--- config.mk ---
export PLATFORM = sky130hd
export DESIGN_NAME = reorder_buffer
export DESIGN_NICKNAME = d
export VERILOG_FILES = /design/src/rtl/reorder_buffer.sv
export SDC_FILE = /design/constraint.sdc
export NUM_CORES = 1
export LEC_CHECK = 0
export CAP_MARGIN = 20
export CORE_MARGIN = 3
export CORE_UTILIZATION = 25
export CTS_CLUSTER_DIAMETER = 120
export DETAILED_ROUTE_END_ITERATION = 7
export GPL_TIMING_DRIVEN = 0
export PLACE_DENSITY = 0.51
export SLEW_MARGIN = 0
export SYNTH_ARGS = -nofsm -noshare
export SYNTH_HDL_FRONTEND = slang
export SYNTH_SLANG_ARGS = --single-unit
--- constraint.sdc ---
create_clock -name clk1 -period 7.4 [get_ports clk1]
set_input_delay 2.22 -clock clk1 [delete_from_list [all_inputs] [get_ports clk1]]
set_output_delay 2.22 -clock clk1 [all_outputs]
set_load 0.02 [all_outputs]
--- src/rtl/reorder_buffer.sv ---
// reorder_buffer: eight-entry in-order retirement buffer.
//   Entries are allocated at the tail as instructions issue. They become ready
//   when their result arrives on the CDB. They retire from the head, strictly
//   in allocation order, at most one per cycle.
// Ports:
//   clk1, rst                          clock and synchronous active-high reset
//   alloc_valid/func/rd                issue-side allocation request
//   alloc_ready, alloc_idx             free-slot flag and the index the next allocation receives
//   cdb_valid/idx/data                 result broadcast from the execution units
//   flush                              discard every in-flight entry
//   commit_valid/idx/func              registered retirement report
//   wb_we/wb_rd/wb_data                registered register-bank write port
//   count                              registered occupancy, 0..8
module reorder_buffer (
    input  logic        clk1,
    input  logic        rst,
    input  logic        alloc_valid,
    input  logic [3:0]  alloc_func,
    input  logic [3:0]  alloc_rd,
    output logic        alloc_ready,
    output logic [2:0]  alloc_idx,
    input  logic        cdb_valid,
    input  logic [2:0]  cdb_idx,
    input  logic [15:0] cdb_data,
    input  logic        flush,
    output logic        commit_valid,
    output logic [2:0]  commit_idx,
    output logic [3:0]  commit_func,
    output logic        wb_we,
    output logic [3:0]  wb_rd,
    output logic [15:0] wb_data,
    output logic [3:0]  count
);

    logic [7:0]  valid_r;
    logic [7:0]  ready_r;
    logic [3:0]  func_r [8];
    logic [3:0]  rd_r   [8];
    logic [15:0] data_r [8];
    logic [2:0]  head_r;
    logic [2:0]  tail_r;
    logic [3:0]  count_r;

    logic        commit_valid_r;
    logic [2:0]  commit_idx_r;
    logic [3:0]  commit_func_r;
    logic        wb_we_r;
    logic [3:0]  wb_rd_r;
    logic [15:0] wb_data_r;

    logic        alloc_ready_s;
    logic        alloc_fire_s;
    logic        cdb_fire_s;
    logic        commit_fire_s;
    logic [3:0]  count_next_s;

    // Arithmetic and load results go to the register bank; stores and branches do not.
    function automatic logic func_writes_reg(input logic [3:0] func);
        logic w;
        case (func)
            4'd0, 4'd1, 4'd2, 4'd3, 4'd4: w = 1'b1;
            default:                      w = 1'b0;
        endcase
        return w;
    endfunction

    assign alloc_ready_s = (count_r < 4'd8);
    assign alloc_ready   = alloc_ready_s;
    assign alloc_idx     = tail_r;
    assign count         = count_r;
    assign commit_valid  = commit_valid_r;
    assign commit_idx    = commit_idx_r;
    assign commit_func   = commit_func_r;
    assign wb_we         = wb_we_r;
    assign wb_rd         = wb_rd_r;
    assign wb_data       = wb_data_r;

    // Event decode from registered state. The CDB only sets ready at the edge,
    // so commit never sees a result in the same cycle it arrives.
    always_comb begin
        alloc_fire_s  = alloc_valid & alloc_ready_s;
        cdb_fire_s    = cdb_valid & valid_r[cdb_idx] & ~ready_r[cdb_idx];
        commit_fire_s = valid_r[head_r] & ready_r[head_r];
        count_next_s  = count_r;
        case ({alloc_fire_s, commit_fire_s})
            2'b10:   count_next_s = count_r + 4'd1;
            2'b01:   count_next_s = count_r - 4'd1;
            default: count_next_s = count_r;
        endcase
    end

    // Entry storage, pointers and registered retirement outputs.
    // When the buffer is full no allocation is accepted, so the tail write
    // and the head clear always target different entries.
    always_ff @(posedge clk1) begin
        if (rst) begin
            valid_r        <= 8'h00;
            ready_r        <= 8'h00;
            for (int i = 0; i < 8; i++) begin
                func_r[i] <= 4'h0;
                rd_r[i]   <= 4'h0;
                data_r[i] <= 16'h0000;
            end
            head_r         <= 3'd0;
            tail_r         <= 3'd0;
            count_r        <= 4'd0;
            commit_valid_r <= 1'b0;
            commit_idx_r   <= 3'd0;
            commit_func_r  <= 4'h0;
            wb_we_r        <= 1'b0;
            wb_rd_r        <= 4'h0;
            wb_data_r      <= 16'h0000;
        end else if (flush) begin
            valid_r        <= 8'h00;
            head_r         <= 3'd0;
            tail_r         <= 3'd0;
            count_r        <= 4'd0;
            commit_valid_r <= 1'b0;
            wb_we_r        <= 1'b0;
        end else begin
            if (cdb_fire_s) begin
                ready_r[cdb_idx] <= 1'b1;
                data_r[cdb_idx]  <= cdb_data;
            end
            if (alloc_fire_s) begin
                valid_r[tail_r] <= 1'b1;
                ready_r[tail_r] <= 1'b0;
                func_r[tail_r]  <= alloc_func;
                rd_r[tail_r]    <= alloc_rd;
                data_r[tail_r]  <= 16'h0000;
                tail_r          <= tail_r + 3'd1;
            end
            if (commit_fire_s) begin
                valid_r[head_r] <= 1'b0;
                head_r          <= head_r + 3'd1;
                commit_valid_r  <= 1'b1;
                commit_idx_r    <= head_r;
                commit_func_r   <= func_r[head_r];
                wb_we_r         <= func_writes_reg(func_r[head_r]);
                wb_rd_r         <= rd_r[head_r];
                wb_data_r       <= data_r[head_r];
            end else begin
                commit_valid_r  <= 1'b0;
                wb_we_r         <= 1'b0;
            end
            count_r <= count_next_s;
        end
    end

endmodule

==> results of run 1 <==
## cells by family after synthesis
kind of cell,Yosys count,synth area share (%)
xor+xnor,5,0.405
simple gates,292,12.9
fa+ha+maj,5,0.578
compound gates,89,6.05
flops,250,52.2
buf+inv,81,3.69
mux,195,24.2
## flip-flops by register name, indices dropped and copies added, names as in the netlist, 3 cells and up, named ones only
signal       count
data_r         128
wb_rd            4
alloc_idx        3
ready_r          8
commit_idx       3
head_r           3
wb_data         16
valid_r          8
rd_r            32
count            4
commit_func      4
func_r          32
## layout make-up
cell class | instances | share of cell area (%)
multi-input combinational | 586 | 36.4
buffer | 72 | 2.78
inverter | 9 | 0.257
clock buffer | 35 | 5.92
clock inverter | 15 | 1.35
tap | 577 | 5.49
timing repair buffer | 60 | 4.88
sequential | 250 | 43.0
## per-stage QoR
stage | power, mW | utilization (%) | hold slack, ns | setup slack (ns)
2_1_floorplan | 1.50 | - | 0.432 | 3.25
3_5_place_dp | 1.56 | 28.8 | 0.460 | 1.65
6_report | 2.99 | 31.1 | 0.475 | 2.31
3_3_place_gp | 1.55 | 28.5 | 0.456 | 1.47
4_1_cts | 3.02 | 31.0 | 0.476 | 2.24
5_1_grt | 3.07 | 31.1 | 0.501 | 2.20
## final timing paths
kind / endpoint / slack [ns] / cells after the start
worst max-delay path: data_r[0][13]$_SDFFE_PP0P_ / 2.31 / 7
worst min-delay path: data_r[0][1]$_SDFFE_PP0P_ / 0.48 / 1
worst max register to register: data_r[0][13]$_SDFFE_PP0P_ / 4.07 / 6
worst min register to register: data_r[0][1]$_SDFFE_PP0P_ / 0.48 / 1
## where the power goes
part	total, mW	switching (mW)	internal [mW]
combinational	0.111	0.0772	0.0338
clock	1.45	0.574	0.880
sequential	1.42	0.00544	1.41
## metal layers
metal / GRT usage, % / wire (µm) / vias up
li1: - / - / 3498
met3: 1.98 / 1430 / 38
met2: 23.4 / 15400 / 169
met5: 0 / 0 / -
met4: 3.64 / 617 / 0
met1: 18.5 / 14800 / 3679
## placed cells by master, fill, tap and decap left out, drive strengths merged, types with 3 or more instances in the layout
cell type	instances
clkinv	8
o221a	4
nor3	3
edfxtp	64
nand2	19
and2	35
inv	10
a211oi	25
mux4	53
mux2i	140
nor2	170
nand3	4
dfxtp	186
a21oi	15
o2111ai	4
and3	32
clkbuf	75
clkdlybuf4s50	52
buf	40
bufinv	4
nor4	5
nor2b	3
a22o	16
xor2	3
or3	4
ha	5
o31ai	4
nand2b	7
o21ai	10
==> reports/summary.txt, run 1 <==
STATUS
--------------------------------------------------------------------------------------
Run status                                                                finished, final reports clean

FLOORPLAN
--------------------------------------------------------------------------------------
Area of the core                                                             42300 µm²
I/O pins                                                                            69
Number of placement rows                                                            75
Die height                                                                      214 µm
Initial Util                                                                     25.6%
Die X                                                                           214 µm
Overall die area                                                             45800 µm²

CLOCKING
--------------------------------------------------------------------------------------
Clock root cell                                                              clkbuf_16
Quantity of gates resized following cts                                              0
Post-CTS setup buffer count                                                          0
CTS Hold Buffers Added                                                               0
Clock transition at path regs                                                  0.06 ns
CTS buffer count                                                                    29
Clock Latency Late Sink                                                        0.55 ns
Number of buffers between clock root and the deepest sink                            3
CTS HTree Levels                                                                     1
TritonCTS Sinks                                                                    250
CTS tree                                                                         built

GRT
--------------------------------------------------------------------------------------
Global route overflow                                                                0
Number of antenna violations at the first check in global routing                    0
Via count of the first global-routing pass                                        7643
Maximum number of pins on one net before global-route repair                        18
Total track usage                                                                13.8%
Wire length of the first global-routing pass                                   48.7 mm

TIMING
--------------------------------------------------------------------------------------
Hold violation total from the final report                                           0
Setup-failing EPs final                                                              0
Setup TNS                                                                         0 ns
Pin slew with the least headroom to its limit                                  1.08 ns
Clock tree skew after final layout                                           0.0179 ns
Maximum clock frequency                                                        197 MHz
Final number of max-transition violations                                            0
RSZ-0062 raised after global routing                                             false
Period Utilization, post-route                                                   68.7%
Clock period minus worst slack                                                 5.09 ns
Worst-case headroom to the max-slew limit                                        27.8%

CRITICAL PATH
--------------------------------------------------------------------------------------
Arrival time at the worst endpoint                                             5.52 ns
Startpoint type of the worst setup path                                   primary input
Top cell family by delay on the critical path                             simple AND/OR/NAND/NOR gates
Critical Path Sink Type                                                       register
Slowest library cell on the worst path                                          nor4_4
Crit-path cells                                                           clkdlybuf4s50_1 -> or3b_2 -> nor4_4 -> or2_2 -> nor2_1 -> clkbuf_1 -> a22o_1
Setup Crit Path Kind                                                      primary input to register
Source of the critical timing path                                         alloc_valid
Combined buffer and inverter count along the critical path                           2
Top fanout value on the critical path                                               11
Worst flop-to-flop path startpoint                                        alloc_idx[0]$_SDFFE_PP0N_
CP peak stage delay                                                            0.74 ns
Required time of the worst setup path                                          7.83 ns

SYNTH
--------------------------------------------------------------------------------------
Post-Synthesis Net Count                                                           954
Most frequently used cell type in the post-synthesis netlist                   dfxtp_1
Yosys warnings                                                                       0
Cell count after synthesis                                                         917
Flop and latch count out of synthesis                                              250
Syn avg cell area                                                             11.8 µm²
Most instantiated flip-flop cell in the synthesis netlist                      dfxtp_1
Cell taking the most area after synthesis                                      dfxtp_1
Part of the Yosys area used for sequential elements                              52.2%
Synth area leaders                                                        dfxtp_1 (34%), edfxtp_1 (18%), mux2i_1 (13%), mux4_2 (11%), nor2_1 (5.9%)
Number of enable flip-flop cells after synthesis                                    64
Most numerous cell types in the synthesized netlist                       dfxtp_1 (186), nor2_1 (170), mux2i_1 (140), edfxtp_1 (64), mux4_2 (53)
Yosys cell types                                                                    54
Mapped cell area                                                             10800 µm²
Async SR Flop Fraction                                                              0%
Yosys top cell area share                                                        34.4%

LAYOUT
--------------------------------------------------------------------------------------
Layout area overhead                                                             21.4%
Ant. Diodes                                                                          0
Multi-input logic area                                                        4780 µm²
Number of nets in the final layout                                                1045
Sequential cell area                                                          5650 µm²
Post-route non-filler standard cell count                                         1604
Proportion of layout cells with a drive suffix above 1                           13.8%
Design Area, Final                                                           13100 µm²
Layout filler cell count                                                          4302

DRT
--------------------------------------------------------------------------------------
Violation count after the first detailed-routing iteration                         442
Via/cell ratio                                                                    4.60
Post-route DRC                                                                       0
Routed wire per std cell                                                       20.1 µm
Via count of the routed design                                                    7384
Total wirelength of the detailed-routed design                                 32.3 mm
1st-pass router iterations                                                           4
Antenna violation net count after detailed routing                                   0

PLACE
--------------------------------------------------------------------------------------
Count of input and output buffers                                                   52
DP Wirelength                                                                  22.6 mm
Area post-placement                                                          12200 µm²
Weighted congestion reported at the end of routability-driven placement          0.801
Count of placed standard cells including taps                                     1553

HOLD PATH
--------------------------------------------------------------------------------------
Start point of the worst hold path                                        data_r[0][1]$_SDFFE_PP0P_
Hold crit path type                                                       register to register

PWR
--------------------------------------------------------------------------------------
Leakage power                                                                  5.08 nW
Maximum resistive drop on vdd                                               0.000150 V
Total power divided by cell area                                            227 nW/µm²

FLOW RUN
--------------------------------------------------------------------------------------
Total of max-cap violations                                                          0

(Power assumes the default switching activity.)
==> inputs of run 2 (changes only) <==
- clock period: 7.4 -> 5.05 ns (I/O delays scaled with it)
==> results of run 2 <==
Same layout as run 1 (identical final DEF). Status: finished, final reports clean.
Among the figures that moved: setup slack after placement 1.65 ns -> 0.00222 ns; setup slack after layout 2.31 ns -> 0.668 ns; register-to-register setup slack 4.07 ns -> 1.72 ns; total power 2.99 mW -> 4.37 mW; worst IR drop on VDD 0.000150 V -> 0.000220 V
==> inputs of run 3 (changes only) <==
- PLACE_DENSITY: 0.51 -> unset
==> reports/summary.txt, run 3 (same netlist as run 1, synthesis figures left out) <==
STATUS
--------------------------------------------------------------------------------------
Run status                                                                finished, final reports clean

FLOORPLAN
--------------------------------------------------------------------------------------
Initial Util                                                                     25.6%
Die X                                                                           214 µm
Number of placement rows                                                            75
I/O pins                                                                            69
Die height                                                                      214 µm
Overall die area                                                             45800 µm²
Area of the core                                                             42300 µm²

LAYOUT
--------------------------------------------------------------------------------------
Commonest non-fill, non-tap cells in the layout                           dfxtp_1 (186), nor2_1 (170), mux2i_1 (140)
Ant. Diodes                                                                          0
Most common library cell in the layout ignoring fill and taps                  dfxtp_1
Largest register by flop count                                                  data_r
Core utilization of the finished layout                                          31.1%
Flip-flop count of the largest register, all copies and words added                128
Top Registers                                                             data_r x128, func_r x32, rd_r x32
Sequential cell area                                                          5650 µm²
Design Area, Final                                                           13200 µm²
Proportion of layout cells with a drive suffix above 1                           14.4%
Layout filler cell count                                                          4236
Multi-input logic area                                                        4780 µm²
Post-route non-filler standard cell count                                         1606
Layout area overhead                                                             21.8%
Number of nets in the final layout                                                1044

PLACE
--------------------------------------------------------------------------------------
DP Wirelength                                                                  21.8 mm
Area post-placement                                                          12200 µm²
Count of input and output buffers                                                   52
Count of placed standard cells including taps                                     1552
Placement-stage worst setup slack                                            0.0799 ns
Weighted congestion reported at the end of routability-driven placement          0.803

GRT
--------------------------------------------------------------------------------------
Met2 track utilization from global routing                                       21.7%
Total track usage                                                                13.4%
Global route overflow                                                                0
Number of antenna violations at the first check in global routing                    2
Met3 track demand over resource in global routing                                2.86%
Maximum number of pins on one net before global-route repair                        18
Wire length of the first global-routing pass                                   47.5 mm
Via count of the first global-routing pass                                        7593
Routing layer with the top usage in global route                                  met2
GR met1 Demand/Resource                                                          18.0%

DRT
--------------------------------------------------------------------------------------
1st-pass router iterations                                                           6
Antenna violation net count after detailed routing                                   0
Via count of the routed design                                                    7524
Violation count after the first detailed-routing iteration                         485
Routed wire per std cell                                                       19.5 µm
Via/cell ratio                                                                    4.68
Total wirelength of the detailed-routed design                                 31.2 mm
Post-route DRC                                                                       0

CRITICAL PATH
--------------------------------------------------------------------------------------
Required time of the worst setup path                                          5.30 ns
Arrival time at the worst endpoint                                             4.53 ns
Critical Path Sink Type                                                       register
Setup Crit Path Kind                                                      primary input to register
Source of the critical timing path                                         alloc_valid
Internal reg-to-reg setup slack                                                1.83 ns
Startpoint type of the worst setup path                                   primary input
Top fanout value on the critical path                                               10
Worst flop-to-flop path startpoint                                        count[3]$_SDFFE_PP0P_
Cell count of the worst reg-to-reg path                                              6

CLOCKING
--------------------------------------------------------------------------------------
CTS tree                                                                         built
Clock transition at path regs                                                  0.06 ns
Clock Latency Late Sink                                                        0.54 ns
Number of buffers between clock root and the deepest sink                            3
CTS buffer count                                                                    28
Clock root cell                                                              clkbuf_16
Post-CTS setup buffer count                                                          0
CTS HTree Levels                                                                     1
CTS Hold Buffers Added                                                               0
Quantity of gates resized following cts                                              0
TritonCTS Sinks                                                                    250

TIMING
--------------------------------------------------------------------------------------
Hold violation total from the final report                                           0
Pin slew with the least headroom to its limit                                  1.08 ns
Period Utilization, post-route                                                   84.8%
Maximum clock frequency                                                        234 MHz
Clock period minus worst slack                                                 4.28 ns
Worst-case headroom to the max-slew limit                                        28.1%
Hold slack                                                                    0.471 ns
Clock tree skew after final layout                                           0.0151 ns
RSZ-0062 raised after global routing                                             false
Setup-failing EPs final                                                              0
Setup TNS                                                                         0 ns
Final number of max-transition violations                                            0
Smallest setup slack after layout                                             0.770 ns

HOLD PATH
--------------------------------------------------------------------------------------
Start point of the worst hold path                                        ready_r[7]$_SDFFE_PP0N_
Hold crit path type                                                       register to register
Hold-critical path depth                                                             2

PWR
--------------------------------------------------------------------------------------
Total power divided by cell area                                            336 nW/µm²
Leakage power                                                                  5.10 nW
Maximum resistive drop on vdd                                               0.000186 V
Power consumption                                                              4.43 mW

FLOW RUN
--------------------------------------------------------------------------------------
Total of max-cap violations                                                          0

[run 3: cell types whose count changed in the layout (fill, tap and decap cells not counted), sizes merged]
cell and change:
bufinv +1, clkbuf +1, clkinv -2, clkinvlp +2
[run 3: report_power, final]
group	switching [mW]	internal, mW
clock	0.842	1.35
combinational	0.110	0.0487
sequential	0.00758	2.07
[run 3: final timing paths]
check,endpoint
setup / recovery,func_r[2][1]$_SDFFCE_PN0P_
hold / removal,ready_r[7]$_SDFFE_PP0N_
setup reg to reg,data_r[0][6]$_SDFFE_PP0P_
hold reg to reg,ready_r[7]$_SDFFE_PP0N_
[run 3: critical path: stages]
cell and delay, ns:
clkdlybuf4s50_1 0.47, nor2b_1 0.29, inv_1 0.16, nor2_1 0.30
nand2_1 0.16, o21ai_1 0.80, clkbuf_1 0.57, buf_8 0.25
[run 3: per-layer routing]
| metal | part of all wire, % | vias to the layer above |
|---|---|---|
| met5 | 0.074 | - |
| met4 | 2.8 | 4 |
| met3 | 6.3 | 60 |
| met2 | 46 | 230 |
| met1 | 45 | 3728 |
| li1 | - | 3502 |
[run 3: layout make-up]
| type | instances | share of cell area (%) |
|---|---|---|
| tap | 577 | 5.48 |
| timing repair buffer | 60 | 4.80 |
| buffer | 72 | 2.77 |
| clock inverter | 16 | 1.66 |
| inverter | 9 | 0.256 |
| multi-input combinational | 586 | 36.3 |
| clock buffer | 36 | 5.93 |
| sequential | 250 | 42.8 |
